--- config.mk ---
export PLATFORM = sky130hd
export DESIGN_NAME = prefetch_scheduler
export DESIGN_NICKNAME = d
export VERILOG_FILES = /design/src/rtl/pf_sched_pkg.sv /design/src/rtl/pf_sched_fifo.sv /design/src/rtl/prefetch_scheduler.sv
export SDC_FILE = /design/constraint.sdc
export NUM_CORES = 1
export LEC_CHECK = 0
export CAP_MARGIN = 20
export CORE_UTILIZATION = 55
export CTS_CLUSTER_SIZE = 30
export DETAILED_ROUTE_END_ITERATION = 8
export GPL_TIMING_DRIVEN = 0
export PLACE_DENSITY_LB_ADDON = 0.15
export SYNTH_ARGS = -nofsm -noshare
export SYNTH_HDL_FRONTEND = slang
export SYNTH_SLANG_ARGS = --single-unit
--- constraint.sdc ---
create_clock -name clk -period 6.55 [get_ports clk]
set_input_delay 1.31 -clock clk [delete_from_list [all_inputs] [get_ports clk]]
set_output_delay 1.31 -clock clk [all_outputs]
set_load 0.1 [all_outputs]
--- src/rtl/pf_sched_pkg.sv ---
// pf_sched_pkg: shared widths and FSM state type for the prefetch scheduler
package pf_sched_pkg;
    localparam int ADDR_W = 16;
    localparam int CNT_W  = 8;
    typedef enum logic [1:0] {IDLE, REQ, WAIT} stateT;
endpackage

--- src/rtl/pf_sched_fifo.sv ---
// pf_sched_fifo: prefetch queue with per-slot valid bits, address match and invalidate
module pf_sched_fifo
    import pf_sched_pkg::*;
#(
    parameter int DEPTH = 4
) (
    input  logic              clk,
    input  logic              rst_n,
    input  logic              push,
    input  logic [ADDR_W-1:0] pushAddr,
    input  logic              pop,
    input  logic              inv,
    input  logic [ADDR_W-1:0] invAddr,
    input  logic [ADDR_W-1:0] matchAddr,
    output logic              full,
    output logic              empty,
    output logic              headValid,
    output logic [ADDR_W-1:0] headAddr,
    output logic              matchHit
);
    localparam int AW = $clog2(DEPTH);

    logic [AW:0]       wrPtr, rdPtr;
    logic [DEPTH-1:0]  slotValid;
    logic [ADDR_W-1:0] slotAddr [DEPTH];

    assign empty     = wrPtr == rdPtr;
    assign full      = (wrPtr[AW] != rdPtr[AW]) && (wrPtr[AW-1:0] == rdPtr[AW-1:0]);
    assign headValid = slotValid[rdPtr[AW-1:0]];
    assign headAddr  = slotAddr[rdPtr[AW-1:0]];

    // any live entry holding the queried address
    always_comb begin
        matchHit = 1'b0;
        for (int i = 0; i < DEPTH; i++)
            if (slotValid[i] && slotAddr[i] == matchAddr) matchHit = 1'b1;
    end

    // pointers and slots; a push into the slot freed by a same-cycle pop wins
    always_ff @(posedge clk or negedge rst_n) begin
        if (!rst_n) begin
            wrPtr     <= '0;
            rdPtr     <= '0;
            slotValid <= '0;
            for (int i = 0; i < DEPTH; i++) slotAddr[i] <= '0;
        end else begin
            if (inv)
                for (int i = 0; i < DEPTH; i++)
                    if (slotAddr[i] == invAddr) slotValid[i] <= 1'b0;
            if (pop) begin
                slotValid[rdPtr[AW-1:0]] <= 1'b0;
                rdPtr <= rdPtr + 1'b1;
            end
            if (push) begin
                slotValid[wrPtr[AW-1:0]] <= 1'b1;
                slotAddr[wrPtr[AW-1:0]]  <= pushAddr;
                wrPtr <= wrPtr + 1'b1;
            end
        end
    end
endmodule

--- src/rtl/prefetch_scheduler.sv ---
// prefetch_scheduler: arbitrates demand and queued prefetch requests onto one memory port
module prefetch_scheduler
    import pf_sched_pkg::*;
#(
    parameter int PF_DEPTH = 4
) (
    input  logic              clk,
    input  logic              rst_n,
    input  logic              dem_valid,
    input  logic [ADDR_W-1:0] dem_addr,
    output logic              dem_ready,
    input  logic              pf_valid,
    input  logic [ADDR_W-1:0] pf_addr,
    output logic              mem_req,
    output logic [ADDR_W-1:0] mem_addr,
    output logic              mem_is_pf,
    input  logic              mem_ack,
    input  logic              mem_done,
    output logic              busy,
    output logic [CNT_W-1:0]  pf_drop_cnt,
    output logic [CNT_W-1:0]  pf_issue_cnt
);
    stateT             state, stateNext;
    logic [ADDR_W-1:0] reqAddr, reqAddrNext, headAddr;
    logic              isPf, isPfNext, pop, push, dup, qFull, qEmpty, headValid, camHit;

    assign dem_ready = state == IDLE && dem_valid;
    assign dup       = camHit || (state != IDLE && pf_addr == reqAddr) || (dem_valid && pf_addr == dem_addr);
    assign push      = pf_valid && !dup && (!qFull || pop);
    assign mem_req   = state == REQ;
    assign mem_addr  = reqAddr;
    assign mem_is_pf = isPf;
    assign busy      = state != IDLE;

    pf_sched_fifo #(.DEPTH(PF_DEPTH)) fifo (
        .clk(clk), .rst_n(rst_n), .push(push), .pushAddr(pf_addr), .pop(pop),
        .inv(dem_ready), .invAddr(dem_addr), .matchAddr(pf_addr),
        .full(qFull), .empty(qEmpty), .headValid(headValid), .headAddr(headAddr), .matchHit(camHit)
    );

    // state and the latched request
    always_ff @(posedge clk or negedge rst_n) begin
        if (!rst_n) begin
            state   <= IDLE;
            reqAddr <= '0;
            isPf    <= 1'b0;
        end else begin
            state   <= stateNext;
            reqAddr <= reqAddrNext;
            isPf    <= isPfNext;
        end
    end

    // demand beats prefetch in IDLE; invalidated heads are popped and dropped
    always_comb begin
        stateNext   = state;
        reqAddrNext = reqAddr;
        isPfNext    = isPf;
        pop         = 1'b0;
        case (state)
            IDLE: begin
                if (dem_valid) begin
                    stateNext   = REQ;
                    reqAddrNext = dem_addr;
                    isPfNext    = 1'b0;
                end else if (!qEmpty) begin
                    pop = 1'b1;
                    if (headValid) begin
                        stateNext   = REQ;
                        reqAddrNext = headAddr;
                        isPfNext    = 1'b1;
                    end
                end
            end
            REQ:     stateNext = mem_ack ? WAIT : REQ;
            WAIT:    stateNext = mem_done ? IDLE : WAIT;
            default: stateNext = IDLE;
        endcase
    end

    // drop count saturates, issue count wraps
    always_ff @(posedge clk or negedge rst_n) begin
        if (!rst_n) begin
            pf_drop_cnt  <= '0;
            pf_issue_cnt <= '0;
        end else begin
            if (pf_valid && !dup && qFull && !pop && pf_drop_cnt != '1) pf_drop_cnt <= pf_drop_cnt + 1'b1;
            if (state == REQ && mem_ack && isPf) pf_issue_cnt <= pf_issue_cnt + 1'b1;
        end
    end
endmodule

==> results of run 1 <==
## cell usage in the layout, fill, tap and decap left out, types with 12 or more instances in the layout
cell type	n
xnor2_1	146
dfrtp_1	109
nand4_1	41
clkdlybuf4s50_1	40
mux2_4	35
xor2_1	34
mux2_2	32
nor2_1	23
buf_2	18
mux4_2	17
mux2i_1	17
a21oi_1	16
nand2_1	14
nand3_1	13
nor4_1	12
## metrics by stage
| stage | util (%) | instance area, um2 | power, uW | hold WS (ps) | setup WS [ps] |
|---|---|---|---|---|---|
| 5_1_grt | 63.5 | 8010 | 4840 | 508 | 967 |
| 6_report | 63.5 | 8010 | 4630 | 479 | 1030 |
| 3_5_place_dp | 61.4 | 7750 | 4100 | 469 | 1060 |
| 3_3_place_gp | 61.2 | 7720 | 4040 | 462 | 70.0 |
| 2_1_floorplan | - | 7100 | 3370 | 460 | 2760 |
| 4_1_cts | 63.5 | 8010 | 4620 | 483 | 1040 |
## path summary, 6_finish.rpt
check	endpoint	slack (ps)	cells past startpoint
max in group asynchronous	pf_drop_cnt[6]	4850	2
min reg2reg	pf_issue_cnt[7]	480	1
min in group asynchronous	fifo.slotAddr[62]	980	1
max reg2reg	pf_drop_cnt[1]	3440	8
max	dem_ready	1030	5
min	pf_issue_cnt[7]	480	1
## logic make-up after synthesis
family	after synthesis	synth area share, %
simple gates	126	9.84
buf+inv	54	4.76
mux	101	20.3
compound gates	29	2.70
flops	109	38.4
xor+xnor	180	22.2
fa+ha+maj	10	1.76
## state kept, by name, indices dropped and copies added (netlist names)
signal and count:
pf_issue_cnt 8, mem_is_pf 1, pf_drop_cnt 8, state 2, fifo.rdPtr 3, fifo.slotAddr 64, mem_addr 16, fifo.slotValid 4
fifo.wrPtr 3
## critical path: stages
cell and delay, ps:
clkdlybuf4s50_1 600, buf_1 710, nand2_1 150, inv_1 260, clkdlybuf4s50_1 1190
## cell type report
type	instances	area share, %
flip-flops and latches	109	34.1
well taps	172	2.69
plain buffers	47	3.89
multi-input cells	446	50.3
clock inverters	4	0.313
clock buffers	12	2.95
inverters	7	0.328
repair buffers	42	5.44
## where the power goes
part	switching [uW]	internal (uW)	total (uW)
registers	453	998	1450
clock network	248	257	505
logic	1550	1120	2670
## per-layer routing
layer	GRT usage (%)	wire length, um	vias up
met1	43.2	8760	2533
met5	0	0	-
met4	11.8	607	0
li1	-	-	2227
met2	48.7	9130	182
met3	8.79	1280	31
==> results_dict.tcl, run 1 <==
set metrics [dict create \
    yosysMostFrequentCell "xnor2_1" \
    critPathCaptureType "primary output" \
    synth-seq-cells 109 \
    outcome "finished clean" \
    final_cells 839 \
    routed_via_density 5.93 \
    cap_violations 0 \
    setup_viol 0 \
    antenna_found_initial 0 \
    die_h_um 116 \
    ff_latch_area_mm2 0.00273 \
    ant_nets 0 \
    tightest_slew_ps 1040 \
    rsz0062_at_grt "false" \
    fillerInstances 1061 \
    r2r_start "mem_addr[3]" \
    synthFlopType "dfrtp_1" \
    die-area_mm2 0.0134 \
    start_kind "input pin" \
    cts_resized 0 \
    drt_wl_total_um 19800 \
    globalRouteOverflowTotal 0 \
    rows 41 \
    min-delay-start "pf_issue_cnt[7]" \
    start_util_pct 56.2 \
    worst-endpoint-required_ps 5240 \
    drv_slew 0 \
    antennaDiodeCount 0 \
    hold_buffers 0 \
    hp-class "reg -> reg" \
    final.setup_skew_ps 10.9 \
    grt_use_total_pct 31.8 \
    fin_crit_sh_pct 84.3 \
    hold_viol 0 \
    clock-root-buffer "clkbuf_16" \
    gp_congestion 0.958 \
    synth_area_leaders "dfrtp_1 (38%), xnor2_1 (18%), mux2_4 (7.4%)" \
    drcViolationCount 0 \
    synth.distinct_cells 36 \
    synth_area_per_cell_um2 11.7 \
    layout-drive-gt1-share_pct 22.0 \
    htree_num_levels 3 \
    cts_buffers 9 \
    io_buffers 41 \
    relSlewSlack_pct 30.1 \
    multiInputGateArea_mm2 0.00403 \
    place_hpwl_um 14900 \
    die_w_um 116 \
    critical_path.startpoint "dem_valid" \
    cts_buffer_depth 2 \
    dr.first_iter.drc_count 369 \
    tritoncts "built" \
    maxClockFrequency_ghz 0.181 \
    grt_max_degree 59 \
    power.density_mw_per_mm2 578 \
    fin_crit_ps 5520 \
    route.vias.total 4973 \
    grt_pass1_vias 4971 \
    ir_worst_vdd_uv 317 \
    dp.cells 823 \
    post-synth-top-area-fraction_pct 38.4 \
    clkLatencyLatePin_ps 360 \
    first_pass_iters 5 \
    syn_to_final_growth_pct 12.9 \
    worstPathMaxFanout 10 \
    fin_tns_setup_ps 0 \
    core_mm2 0.0126 \
    cp.arrival_ps 4210 \
    clk_pin_slew_ps 70 \
    synth.largest_area_cell "dfrtp_1" \
    synth-edff-count 0 \
    syn_area_mm2 0.00710 \
    cts_sinks 109 \
    wire_per_inst_um 23.6 \
    finalNetCount 710 \
    ys_seq_area_share_pct 38.4 \
    yosys_warnings 0 \
    power.leakage_uw 0.00316 \
    io-pin-count 74 \
    netlist_top_cells_count "xnor2_1 (146), dfrtp_1 (109), nand4_1 (41)" \
    worstSetupPathType "in -> out" \
    cts_setup_buffers 0 \
    synthCells 609 \
    grt_pass1_wl_um 29800 \
    async_reset_ff_share_pct 100 \
    synthesis.nets 657 \
]
No activity file was read; power rests on OpenSTA's default activity.
==> run 2, diff against run 1 <==
- clock period: 6.55 -> 5.46 ns (I/O delays scaled with it)
==> results of run 2 <==
The final DEF is identical to that of run 1. Status: finished clean.
Main changes from that run: setup slack after placement 1060 ps -> 401 ps; setup slack after layout 1030 ps -> 373 ps; register-to-register setup slack 3440 ps -> 2350 ps; total power 4630 uW -> 5550 uW; worst IR drop on VDD 317 uV -> 381 uV
